===== src/rtl/boot_watchdog.sv =====
// Saturating run-cycle counter with a combinational timeout against max_cycles.
module boot_watchdog #(
    parameter int CYC_W = 64
) (
    input  logic             clock,
    input  logic             reset,
    input  logic             run,
    input  logic             stop,
    input  logic [CYC_W-1:0] max_cycles,
    output logic [CYC_W-1:0] trace_count,
    output logic             timeout
);

    assign timeout = run && (trace_count >= max_cycles);

    // The final RUN cycle (done or timeout) does not advance the count, so it freezes at the value seen.
    always_ff @(posedge clock or posedge reset) begin
        if (reset) begin
            trace_count <= '0;
        end else if (run && !stop && !timeout && (trace_count != '1)) begin
            trace_count <= trace_count + 1'b1;
        end
    end

endmodule


===== config.mk =====
export PLATFORM = sky130hd
export DESIGN_NAME = boot_watchdog
export DESIGN_NICKNAME = d
export VERILOG_FILES = /design/src/rtl/boot_watchdog.sv
export SDC_FILE = /design/constraint.sdc
export NUM_CORES = 1
export LEC_CHECK = 0
export CORE_AREA = 4 4 110 112
export DETAILED_ROUTE_END_ITERATION = 12
export DIE_AREA = 0 0 114 116
export GPL_ROUTABILITY_DRIVEN = 0
export HOLD_SLACK_MARGIN = 0.05
export MAX_ROUTING_LAYER = met4
export PLACE_DENSITY = 0.74
export SLEW_MARGIN = 25
export SYNTH_ARGS = -nofsm -noshare
export SYNTH_HDL_FRONTEND = slang
export SYNTH_SLANG_ARGS = --single-unit

===== constraint.sdc =====
create_clock -name clock -period 3.7 [get_ports clock]
set_input_delay 0.74 -clock clock [delete_from_list [all_inputs] [get_ports clock]]
set_output_delay 0.74 -clock clock [all_outputs]
set_load 0.05 [all_outputs]

# Yosys cells after proc, flatten, opt, wreduce, memory -nomap -nowiden
# Index checks and enable logic that the tools add are counted.
word_totals:
  n_memories: 0
  out_inout_bits: 65
  inputBits: 68
  ff_bits: 64
  ram_bits: 0
  elab_cells: 10
  latch_bits: 0
  romBits: 0
op_classes:
  order_cmp: 1
  eq_ne: 1
  mux: 0
  reduce_logical: 6
  mul: 0
  n_shift: 0
  n_div: 0
  n_addsub: 1
  bitwise_logic: 0
op_table:
  columns: ["cell", "count"]
  rows:
  - ["$add A64 B1 Y64 const B", 1]
  - ["$ge A64 B64 Y1", 1]
  - ["$ne A64 B64 Y1 const B", 1]
  - ["$logic_and A1 B1 Y1", 4]
  - ["$logic_not A1 Y1", 2]

# Longest topological paths before layout
depth:
  ltp_word: 5
  depth_mapped: 12
  mapped_depth_nobuf: 10

# Least setup slack after synthesis
# Ideal clock, no wire load.
synth_timing:
  kind: "input port to output port"
  startpoint: "input max_cycles[15]"
  endpoint: "output timeout"
  path_slack_ns: 0.171
  arrival_time_ns: 2.789
  path_buffers: 0
  cell_stages: 8
  t_required_ns: 2.960
  cell_sequence: "inv_1 > ha_1 > and4_1 > nand4_1 > a2111oi_2 > a2111oi_4 > a211oi_2 > o41a_1"
synth_via:
  elab_chain_cells: 2
synth_lines:
  columns: ["element", "line_no", "text"]
  rows:
  - ["start, declared", "9", "input logic [CYC_W-1:0] max_cycles,"]
  - ["$ge A64 B64 Y1", "14", "assign timeout = run && (trace_count >= max_cycles);"]
  - ["$logic_and A1 B1 Y1", "14", null]
  - ["end, declared", "11", "output logic timeout"]
# No other way between the ends.

# Final worst setup path
layout_timing:
  startpoint: "input max_cycles[49]"
  endpoint: "output timeout"
# The elaborated chain is that of the path after synthesis.

==> results.md <==
- Gr usage total: 21.8%
- Yosys top cell area share: roughly a third
- Non-filler cells, final: 832
- CTS Buf Count: 9
- CTS Sinks: 64
- Registers with the most flip-flops: trace_count: 64 flops
- Share of post-route cells with drive strength above 1: between 15 and 20%
- Power, Total: 2.15 mW
- Root buffer cell: clkbuf_16
- Largest reg by FF count: trace_count
- Clock Tree Buf Depth: 2
- Top cells by area, synth: dfrtp_1, ha_1, xnor2_1
- Largest area contributor in the netlist: dfrtp_1
- Vias: between 4000 and 5000
- Worst-margin pin slew: 0.747 ns
- Slew HR: between 40% and 50%
- RSZ-0062 raised after global routing: true
- Setup CP Type: in2out
- Worst-Skew Late Latency: 0.32 ns
- Worst path arrival time: 2.96 ns
- Synth warnings: 0
- Mux contribution to synthesized area: 0%
- Avg Inst Size Synth: about 9.4 um^2
- Fmax: 271 MHz
- Register area share after synthesis: 32.7%
- Htree depth: 3
- WP data required: 2.96 ns
- Final Slew Violations: 0
- Part of the cycle the worst path needs: about 100%
- Largest family of logic cells by synthesized area: simple AND/OR/NAND/NOR gates
- Pre-CTS setup slack: -0.390 ns
- Core Area: 11200 um^2
- Wire length per cell: 16.6 um
- Leakage power: between 3 and 4 nW
- # setup viols final: 0
- Max IR drop VDD: 0.182 mV
- DRT Pass-1 Iters: 4
- Worst clock skew: 0.00776 ns
- Placed instance count: 814
- Antenna diode count: 0
- PwrDens: about 300 nW/um^2
- Hold Worst Slack: 0.519 ns
- TritonCTS clock tree: built
- Startpoint types: primary input
- Initial core utilization: 43.6%
- DRT Wirelength: 13.8 mm
- Worst hold path class: reg2reg
- DRC violations left: 0
- DR top layer: met4
- Initial DRC Count: 143
- Final hold vios: 0
- Synth Net Count: 655
- Post-place instance area: 6560 um^2
- Area Overhead vs Synth: 48.1%
- Detail Route Antenna Nets: 0
- Worst Setup Slack, final: 0.00434 ns
- Dpl hpwl: approximately 10 mm
- Final core utilization: between 60% and 70%
- Cells after synthesis: 522
- Rows: 39
- Initial antenna violation count: 0
- Fin nets: 817
- Post-synth EDFFs: 0
- M1 wire length: 5.77 mm
- Setup TNS: 0 ns
- Reg clk slew, reported paths: approximately 0.050 ns
- First-pass GRT wire length: 22.8 mm
- Mapped cell area: just under 5000 um^2
- Status: finished, final reports clean
- Height of the chip: 116 um
- Max reg flops: 64
- Largest net degree at the start of global routing: 35
- Post-route minimum period: 3.70 ns
- Vias/cell: around 5.4
- Die outline width: ~110 um
- Synth Area in Simple Gates: 25.3%
- DR WL met2: 7.12 mm
- Die Footprint: 13200 um^2
- Max Cap Violations: 0
- Synth cell types: 43
- XOR/XNOR share of the synthesized area: 11.3%
- Adder-Cell Fraction of Synth Area: 16.6%
- Top-level port count: 133
- Async S/R FF share, synth: 100%
- Total gr overflow: 0
- Compound-Gate Fraction of Synth Area: 7.44%
- FILL cells: 916
- Met3 WL: 716 um
- Crit end category: primary output
- Yosys reg bits: 64
- Worst-path fanout max: 3
- Final instance area: between 7000 and 8000 um^2
- Port bufs: 132
- Synth Flop Type: dfrtp_1
- Vias in the first global route: 4826
-- cells in the final DEF (no fill, tap or decap), drive strengths merged, types with 6 or more instances in the layout --
master and instances:
clkdlybuf4s50 117, buf 28, a21oi 23, ha 65
nor4 11, and4 11, nor2 21, inv 72
nand4 35, nor3 20, clkbuf 11, o21ai 6
dfrtp 64, xnor2 36, and3 15, nand3 34
a21o 6, xor2 27, nand2 43, dlygate4sd2 10
-- synthesized netlist by cell type, types with 3 or more instances --
| cell | number |
|---|---|
| inv_1 | 72 |
| ha_1 | 65 |
| dfrtp_1 | 64 |
| nand2_1 | 43 |
| xnor2_1 | 36 |
| nand4_1 | 35 |
| nand3_1 | 34 |
| xor2_1 | 27 |
| a21oi_1 | 23 |
| nor2_1 | 21 |
| and3_1 | 15 |
| nor3_2 | 13 |
| and4_1 | 11 |
| nor3_1 | 7 |
| a21o_1 | 6 |
| o21ai_0 | 6 |
| nor4_4 | 5 |
| and2_1 | 4 |
| nor4_2 | 4 |
| clkbuf_1 | 3 |
-- worst max-delay path, stage by stage --
cell and delay (ns):
clkdlybuf4s50_1 0.45, inv_1 0.04, ha_1 0.32, a21oi_2 0.16, nor2_1 0.08, a211oi_2 0.22, o21ai_1 0.10, o2bb2ai_2 0.16
o41a_1 0.50, buf_12 0.18
-- worst paths after layout --
check                                             from                     endpoint  slack, ns  depth (start not counted)
min                        trace_count[60]$_DFFE_PP0P_  trace_count[60]$_DFFE_PP0P_       0.52                          1
max reg2reg                 trace_count[3]$_DFFE_PP0P_  trace_count[57]$_DFFE_PP0P_       0.43                          9
min in group asynchronous                        reset  trace_count[50]$_DFFE_PP0P_       0.88                          2
min reg2reg                trace_count[60]$_DFFE_PP0P_  trace_count[60]$_DFFE_PP0P_       0.52                          1
max in group asynchronous                        reset  trace_count[23]$_DFFE_PP0P_       2.09                          3
max                                     max_cycles[49]                      timeout      0.004                         10
-- power by group --
group	internal (mW)	leakage, nW	switching (mW)
Combinational	0.232	2.39	0.287
Clock	0.555	0.148	0.301
Sequential	0.729	0.860	0.0490
-- repair_timing --
action	in CTS	in global routing
pin swaps	37	13
setup buffers	3	0
resized for setup	56	20
hold buffers	0	0
endpoints found under the setup margin	19	18
hold endpoints to repair	0	0
-- metal layers --
layer,track usage (%),up-vias
met3,3.92,15
met1,26.1,2152
met2,37.7,134
met4,6.41,0
li1,-,2161
met5,-,-
-- cell families (layout without fill, tap and decap cells) --
| logic type | after synthesis | count (layout) |
|---|---|---|
| flip-flops | 64 | 64 |
| AND/OR/NAND/NOR | 200 | 200 |
| XOR/XNOR | 63 | 63 |
| AO/OA/AOI/OAI | 50 | 50 |
| adder cells (fa/ha/maj) | 65 | 65 |
| buffers and inverters | 80 | 247 |
-- final cells by class --
| cell class | count | area, um^2 | share of cell area [%] |
|---|---|---|---|
| clock buffer | 11 | 253 | 3.49 |
| clock inverter | 5 | 55.1 | 0.759 |
| inverter | 72 | 270 | 3.73 |
| multi-input combinational | 378 | 3330 | 45.9 |
| sequential | 64 | 1600 | 22.1 |
| tap | 143 | 179 | 2.47 |
| timing repair buffer | 159 | 1560 | 21.5 |
No activity file was read; power rests on OpenSTA's default activity.
